--- config.mk ---
export PLATFORM = sky130hd
export DESIGN_NAME = mem_stage
export DESIGN_NICKNAME = d
export VERILOG_FILES = /design/src/rtl/mem_stage.sv
export SDC_FILE = /design/constraint.sdc
export NUM_CORES = 1
export LEC_CHECK = 0
export ABC_CLOCK_PERIOD_IN_PS = 4100
export CAP_MARGIN = 10
export CORE_ASPECT_RATIO = 1.25
export CORE_MARGIN = 5
export CORE_UTILIZATION = 47
export CTS_CLUSTER_DIAMETER = 150
export DETAILED_ROUTE_END_ITERATION = 12
export PLACE_DENSITY = 0.94
export SLEW_MARGIN = 5
export SYNTH_ARGS = -nofsm -noshare
export SYNTH_HDL_FRONTEND = slang
export SYNTH_SLANG_ARGS = --single-unit
--- constraint.sdc ---
create_clock -name clk -period 4.1 [get_ports clk]
set_input_delay 0.82 -clock clk [delete_from_list [all_inputs] [get_ports clk]]
set_output_delay 0.82 -clock clk [all_outputs]
set_load 0.02 [all_outputs]
--- src/rtl/mem_stage.sv ---
// Memory pipeline stage: EX/MEM register, data-bus access sequencing with
// timeout, load alignment/extension and the MEM/WB register.
//
// state  | meaning
// -------+------------------------------------------------------------
// S_IDLE | no access outstanding; a held mem op requests the bus here
// S_WAIT | request issued and not yet acknowledged; upstream stalled
module mem_stage #(
   parameter int MAX_WAIT = 255
) (
   input  logic        clk,
   input  logic        reset_n,
   input  logic [6:0]  opcode_EX,
   input  logic [2:0]  funct3_EX,
   input  logic [4:0]  rd_EX,
   input  logic [31:0] res_EX,
   input  logic [31:0] x2_EX,
   output logic [4:0]  rd_MEM,
   output logic [31:0] res_MEM,
   output logic        stall_MEM,
   output logic        d_req,
   output logic        d_we,
   output logic [31:0] d_addr,
   output logic [3:0]  d_be,
   output logic [31:0] d_wdata,
   input  logic        d_ack,
   input  logic [31:0] d_rdata,
   output logic [4:0]  rd_WB,
   output logic [31:0] res_WB,
   output logic        misalign_err,
   output logic        bus_err
);

   localparam logic [6:0] OP_LOAD   = 7'b0000011;
   localparam logic [6:0] OP_STORE  = 7'b0100011;
   localparam logic [6:0] OP_BRANCH = 7'b1100011;
   localparam int         CW        = (MAX_WAIT < 2) ? 1 : $clog2(MAX_WAIT + 1);
   // the last unacknowledged WAIT cycle is the one where the count reaches MAX_WAIT-1
   localparam logic [CW-1:0] TO_CNT = (MAX_WAIT > 0) ? CW'(MAX_WAIT - 1) : '0;

   typedef enum logic [0:0] {S_IDLE, S_WAIT} state_t;

   state_t        state_q, state_d;
   logic [CW-1:0] cnt_q, cnt_d;
   logic [6:0]    op_q;
   logic [2:0]    f3_q;
   logic [4:0]    rd_q;
   logic [31:0]   res_q, x2_q;
   logic [4:0]    rd_wb_q, rd_wb_d;
   logic [31:0]   res_wb_q, res_wb_d;
   logic          mis_q, mis_d, berr_q, berr_d;

   logic          is_load, is_store, mem_op, f3_ok, misal, op_err, valid_mem, timeout;
   logic [7:0]    byte_sel;
   logic [15:0]   half_sel;
   logic [31:0]   ld_data;

   // EX/MEM register, frozen while the bus access is pending
   always_ff @(posedge clk or negedge reset_n) begin
      if (!reset_n) begin
         op_q  <= '0;
         f3_q  <= '0;
         rd_q  <= '0;
         res_q <= '0;
         x2_q  <= '0;
      end else if (!stall_MEM) begin
         op_q  <= opcode_EX;
         f3_q  <= funct3_EX;
         rd_q  <= rd_EX;
         res_q <= res_EX;
         x2_q  <= x2_EX;
      end
   end

   // decode of the held op: legality of funct3 and address alignment
   always_comb begin
      is_load  = (op_q == OP_LOAD);
      is_store = (op_q == OP_STORE);
      mem_op   = is_load | is_store;
      f3_ok    = 1'b0;
      if (is_load)
         f3_ok = (f3_q == 3'b000) | (f3_q == 3'b001) | (f3_q == 3'b010) |
                 (f3_q == 3'b100) | (f3_q == 3'b101);
      else if (is_store)
         f3_ok = (f3_q == 3'b000) | (f3_q == 3'b001) | (f3_q == 3'b010);
      misal     = (((f3_q == 3'b001) | (f3_q == 3'b101)) & res_q[0]) |
                  ((f3_q == 3'b010) & (res_q[1:0] != 2'b00));
      op_err    = mem_op & (~f3_ok | misal);
      valid_mem = mem_op & ~op_err;
      timeout   = (MAX_WAIT > 0) && (state_q == S_WAIT) && !d_ack && (cnt_q == TO_CNT);
   end

   // FSM state and wait-counter registers
   always_ff @(posedge clk or negedge reset_n) begin
      if (!reset_n) begin
         state_q <= S_IDLE;
         cnt_q   <= '0;
      end else begin
         state_q <= state_d;
         cnt_q   <= cnt_d;
      end
   end

   // FSM next state; the counter only runs across unacknowledged WAIT cycles
   always_comb begin
      state_d = state_q;
      cnt_d   = '0;
      case (state_q)
         S_IDLE: if (valid_mem && !d_ack) state_d = S_WAIT;
         S_WAIT: begin
            if (d_ack || timeout) state_d = S_IDLE;
            else                  cnt_d   = cnt_q + CW'(1);
         end
         default: state_d = S_IDLE;
      endcase
   end

   // FSM outputs; a timeout releases the stall so the aborted op is dropped
   always_comb begin
      d_req     = 1'b0;
      stall_MEM = 1'b0;
      case (state_q)
         S_IDLE: begin
            d_req     = valid_mem;
            stall_MEM = valid_mem & ~d_ack;
         end
         S_WAIT: begin
            d_req     = 1'b1;
            stall_MEM = ~d_ack & ~timeout;
         end
         default: ;
      endcase
   end

   // bus address/lane encoding, all derived from the held op so stable during a request
   always_comb begin
      d_we    = is_store;
      d_addr  = {res_q[31:2], 2'b00};
      d_be    = 4'b0000;
      d_wdata = '0;
      if (is_store) begin
         case (f3_q)
            3'b000: begin
               d_be    = 4'b0001 << res_q[1:0];
               d_wdata = {4{x2_q[7:0]}};
            end
            3'b001: begin
               d_be    = res_q[1] ? 4'b1100 : 4'b0011;
               d_wdata = {2{x2_q[15:0]}};
            end
            default: begin
               d_be    = 4'b1111;
               d_wdata = x2_q;
            end
         endcase
      end
   end

   // load lane selection and sign/zero extension
   always_comb begin
      case (res_q[1:0])
         2'b00:   byte_sel = d_rdata[7:0];
         2'b01:   byte_sel = d_rdata[15:8];
         2'b10:   byte_sel = d_rdata[23:16];
         default: byte_sel = d_rdata[31:24];
      endcase
      half_sel = res_q[1] ? d_rdata[31:16] : d_rdata[15:0];
      case (f3_q)
         3'b000:  ld_data = {{24{byte_sel[7]}}, byte_sel};
         3'b100:  ld_data = {24'b0, byte_sel};
         3'b001:  ld_data = {{16{half_sel[15]}}, half_sel};
         3'b101:  ld_data = {16'b0, half_sel};
         default: ld_data = d_rdata;
      endcase
   end

   // writeback selection; waiting cycles present a bubble (rd_WB=0)
   always_comb begin
      rd_wb_d  = '0;
      res_wb_d = res_wb_q;
      mis_d    = 1'b0;
      berr_d   = 1'b0;
      if (!mem_op) begin
         rd_wb_d  = (op_q == OP_BRANCH) ? 5'd0 : rd_q;
         res_wb_d = res_q;
      end else if (op_err) begin
         mis_d = 1'b1;
      end else if (d_ack) begin
         if (is_load) begin
            rd_wb_d  = rd_q;
            res_wb_d = ld_data;
         end
      end else if (timeout) begin
         berr_d = 1'b1;
      end
   end

   // MEM/WB register and error pulses
   always_ff @(posedge clk or negedge reset_n) begin
      if (!reset_n) begin
         rd_wb_q  <= '0;
         res_wb_q <= '0;
         mis_q    <= 1'b0;
         berr_q   <= 1'b0;
      end else begin
         rd_wb_q  <= rd_wb_d;
         res_wb_q <= res_wb_d;
         mis_q    <= mis_d;
         berr_q   <= berr_d;
      end
   end

   // loads, stores and branches never forward through rd_MEM
   assign rd_MEM       = (mem_op || op_q == OP_BRANCH) ? 5'd0 : rd_q;
   assign res_MEM      = res_q;
   assign rd_WB        = rd_wb_q;
   assign res_WB       = res_wb_q;
   assign misalign_err = mis_q;
   assign bus_err      = berr_q;

endmodule

# Yosys cells after proc, flatten, opt, wreduce, memory -nomap -nowiden
# Cells that the tools add are included.
[word_totals]
inputBits = 114
elab_cells = 88
output_inout_bits = 147
register_bits = 127
[classes]
n_eq_ne = 13
bitwise = 19
n_mux = 33
n_addsub = 1
reduce_logical = 10
shift = 1
[ops]
columns = ["cell", "n"]
rows = [
  ["$mux W32", 5],
  ["$pmux W32 S4", 1],
  ["$pmux W32 S2", 1],
  ["$mux W5", 6],
  ["$pmux W8 S3", 1],
  ["$mux W16", 1],
  ["$mux W8", 2],
  ["$mux W1", 10],
  ["$add A8 B1 Y8 const B", 1],
  ["$eq A8 B8 Y1 const B", 1],
  ["$mux W4", 2],
  ["$or A1 B1 Y1", 8],
  ["$pmux W4 S2", 1],
  ["$eq A7 B2 Y1 const B", 1],
  ["$eq A7 B6 Y1 const B", 1],
  ["$eq A7 B7 Y1 const B", 1],
  ["$and A1 B1 Y1", 6],
  ["$eq A3 B3 Y1 const B", 2],
  ["$ne A2 B2 Y1 const B", 3],
  ["$pmux W1 S2", 3],
  ["$not A1 Y1", 5],
  ["$shl A1 B2 Y4 const A", 1],
  ["$eq A3 B1 Y1 const B", 1],
  ["$eq A3 B2 Y1 const B", 1],
  ["other kinds (9)", 12],
]

# Depth between registers and ports, before layout
[depth]
word_depth = 14
ltp_mapped = 8
ltp_nobuf = 6

# Worst setup path after synthesis
# OpenSTA, ideal clock, no wires.
[synth_path]
kind = "register to output"
start = "register f3_q[1]"
end = "output port d_wdata[29]"
slack_ns = 1.383
path_buffers = 2
t_required_ns = 3.280
stages_incl_launch_ff = 6
arrival_time_ns = 1.897
path_cell_list = "dfrtp_1 clkbuf_1 nor2_1 clkbuf_1 nor2_1 a211oi_1"
[synth_via]
elab_chain_len = 3
elab_cells_between_ends = 4
cone_classes = "eq/ne (1); mux (2); reduce/logical (1)"
[synth_rtl]
columns = ["element", "line", "rtl"]
rows = [
  ["start, declared", "46", "logic [2:0] f3_q;"],
  ["start signal, assigned", "68", "f3_q <= funct3_EX;"],
  ["$eq A3 B1 Y1 or $logic_not A3 Y1 (tied branches)", "142", "case (f3_q)"],
  ["$pmux W32 S2 (*)", "142", ""],
  ["$mux W32 (*)", "141", "if (is_store) begin"],
  ["end, declared", "25", "output logic [31:0] d_wdata,"],
]
# Every way passes the cells marked *; elsewhere a longest branch is shown, timed or not.

# Worst setup path after layout
[layout_path]
start = "register op_q[4]"
end = "output port d_wdata[5]"
[layout_via]
elab_chain_len = 2
[layout_rtl]
columns = ["element", "line", "rtl"]
rows = [
  ["start, declared", "45", "logic [6:0] op_q;"],
  ["start signal, assigned", "67", "op_q <= opcode_EX;"],
  ["$eq A7 B6 Y1", "78", "is_store = (op_q == OP_STORE);"],
  ["$mux W32", "141", ""],
]
# Every way passes these cells.

==> flow_summary.json <==
{
  "status": "finished clean",
  "worst_pin_slew_ns": 1.022,
  "ff2ff_setup_slack_ns": 1.07,
  "synth_edf_count": 0,
  "cts-root-buf": "clkbuf_16",
  "reg2reg_from": "f3_q[1]",
  "rsz0062_at_grt": "no",
  "final_area_sq_um": 9553,
  "period_share_pct": 88.54,
  "most-common-layout-cells": "clkdlybuf4s50_1, dfrtp_1, mux2_2, nand2_1, a21oi_1",
  "h-tree-depth": 4,
  "fin_tns_setup_ns": 0,
  "synth_simple_gate_area_share_pct": 13.43,
  "period_minus_slack_ns": 3.630,
  "gp_congestion": 0.8658,
  "port_buffers": 258,
  "ys_ff_latch": 127,
  "holdCritPathClass": "primary input to asynchronous set/reset pin",
  "wl_per_cell_um": 20.35,
  "gr-total-overflow": 0,
  "switching_share_pct": 25.77,
  "intPower_uw": 2471,
  "dr_total_vias": 5752,
  "drive_above_1_share_pct": 14.90,
  "ys_warn_count": 0,
  "cap_violations": 0,
  "num_io_pins": 261,
  "grt.total_usage_pct": 25.41,
  "cts_buffers": 17,
  "cts_setup_buffers": 0,
  "cts_tree": "yes",
  "timing.fmax_mhz": 275.5,
  "drc": 0,
  "initial_core_util_pct": 47.63,
  "crit_path_start_kind": "flop",
  "drt_iter0_drc": 437,
  "clkPwrFrac_pct": 43.3,
  "antenna_found_initial": 0,
  "pwr-share-seq_pct": 41.2,
  "cp_max_fo": 42,
  "leakage_uw": 0.003935,
  "synthXorXnorAreaFrac_pct": 0.8023,
  "routed_via_density": 5.563,
  "ys_types": 48,
  "cts.sink_count": 127,
  "area_delta_synth_final_pct": 45.85,
  "yosysSeqAreaShare_pct": 48.52,
  "max-vdd-ir-drop_mv": 0.2775,
  "clk_pin_slew_ns": 0.06,
  "yosys_most_used_dff": "dfrtp_1",
  "comb_power_share_pct": 15.6,
  "die_width_um": 115.6,
  "dr.pass1.iters": 5,
  "place_area_sq_um": 9000,
  "synth_top_family_by_area": "multiplexers",
  "clock_path_buffers": 2,
  "final_max_slew_viol_count": 0,
  "yosys-mux-area-fraction_pct": 16.03,
  "antennaDiodeCount": 0,
  "p_sw_uw": 858.0,
  "grt_pass1_vias": 5943,
  "avgSynthCellArea_sq_um": 10.35,
  "rows": 48,
  "drt.antenna.violating_nets": 0,
  "die_height_um": 142.0,
  "rr_endpoint": "res_MEM[2]",
  "syn_inst": 633,
  "coreArea_sq_um": 13750,
  "routed_wirelength_um": 21040,
  "synth_compound_area_share_pct": 12.63,
  "dieArea_sq_um": 16410,
  "end_kind": "output port",
  "nets": 964,
  "synth_fa_ha_area_share_pct": 0.3820,
  "crit_type": "flop to output port",
  "finalHoldViolCount": 0,
  "powerDensity_nw_per_um2": 348.5,
  "setup_viol": 0,
  "cts_hold_buf": 0,
  "clk_latency_ns": 0.41,
  "worstRegToRegCells": 6,
  "post_cts_resized": 0,
  "final_common_cell": "clkdlybuf4s50_1",
  "max_slew_margin_pct": 31.87,
  "syn-cell-area_sq_um": 6550,
  "grt_pass1_wl_um": 32430,
  "critPathArrivalTime_ns": 2.81,
  "async_flop_share_pct": 100.0,
  "dp_hpwl_um": 15260,
  "skew_ns": 0.01122,
  "grt_max_degree": 80,
  "crit_required_ns": 3.28
}
cells in the mapped netlist (2+ instances only):
cell type / instances / area (sq um)
dfrtp_1: 127 / 3178
buf_1: 3 / 11.26
nand2b_1: 11 / 68.82
nor2b_1: 14 / 87.58
nand3_1: 23 / 115.1
nor3b_1: 3 / 22.52
a211oi_1: 8 / 60.06
a32oi_1: 7 / 61.31
and2_1: 7 / 43.79
nor4_1: 3 / 18.77
nand4_1: 2 / 12.51
ha_1: 2 / 25.02
buf_6: 8 / 90.09
nand2_1: 72 / 270.3
a22oi_1: 17 / 127.6
buf_2: 7 / 35.03
inv_1: 15 / 56.30
xor2_1: 5 / 43.79
nor2_1: 30 / 112.6
a221oi_1: 2 / 17.52
mux2_2: 76 / 855.8
o21bai_1: 2 / 15.01
clkbuf_1: 27 / 101.4
mux2i_1: 16 / 160.2
a21oi_1: 34 / 170.2
nor3_1: 5 / 25.02
and3_1: 9 / 56.30
o21ai_0: 32 / 160.2
o211ai_1: 7 / 52.55
o2111ai_1: 9 / 78.83
or2_2: 2 / 12.51
buf_4: 32 / 240.2
registers in the layout, summed over array words and instances (netlist names):
name,count
misalign_err,1
state_q,1
rd_WB,5
cnt_q,8
f3_q,3
res_MEM,32
op_q,7
res_WB,32
rd_q,5
bus_err,1
x2_q,32
stage by stage:
| stage | utilization, % | power, uW | worst slack [ns] | hold slack (ns) | std cells |
|---|---|---|---|---|---|
| after CTS | 69.46 | 3354 | 0.4400 | 0.4770 | 1034 |
| after floorplan | - | 1621 | 1.383 | 0.4624 | 634 |
| final | 69.46 | 3329 | 0.4700 | 0.4432 | 1034 |
| after global routing | 69.46 | 3449 | 0.3358 | 0.5158 | 1034 |
| after detailed placement | 65.44 | 1911 | 0.7954 | 0.4772 | 1004 |
| after global placement | 65.44 | 1897 | 0.7785 | 0.4696 | 1004 |
final cells by class:
type	count	area, sq um
fill	1011	4200
sequential	127	3178
multi-input combinational	415	2858
timing repair buffer	272	2689
clock buffer	19	432.9
tap	175	219.0
clock inverter	11	120.1
inverter	15	56.30
per-layer routing:
| metal | vias to the layer above | track usage [%] | share of wire, % |
|---|---|---|---|
| li1 | 2626 | - | - |
| met1 | 2797 | 29.03 | 37 |
| met2 | 277 | 44.88 | 52 |
| met3 | 52 | 6.295 | 7.7 |
| met4 | 0 | 10.82 | 3.7 |
| met5 | - | 0 | 0 |
how the worst max path moves through the flow:
stage,endpoint,cells past startpoint,from,slack (ns)
3_3_place_gp,stall_MEM,5,d_ack,0.78
2_1_floorplan,d_wdata[29],5,f3_q[1],1.38
3_5_place_dp,stall_MEM,5,d_ack,0.80
5_1_grt,d_wdata[0],5,op_q[6],0.34
6_report,d_wdata[5],5,op_q[4],0.47
4_1_cts,d_wdata[5],5,op_q[4],0.44
logic make-up (layout without fill, tap and decap cells):
group           Yosys count  after routing
compound gates          126            126
xor+xnor                  6              6
fa+ha+maj                 2              2
buf+inv                  92            317
flops                   127            127
mux                      94             94
other cells               1              2
simple gates            185            185
worst max-delay path, stage by stage (launching register included):
cell	delay (ns)
dfrtp_1	0.40
nor4_1	0.44
and2_2	0.30
buf_4	0.41
and3_1	0.24
clkdlybuf4s50_1	0.62
power groups by stage:
stage | sequential [uW] | combinational, uW | clock [uW]
after global routing | 1380 | 551 | 1520
after CTS | 1370 | 522 | 1460
after global placement | 1390 | 509 | 0
after detailed placement | 1390 | 519 | 0
after floorplan | 1420 | 199 | 0
final | 1370 | 518 | 1440
Note: power is estimated with default switching activity, not from simulation.
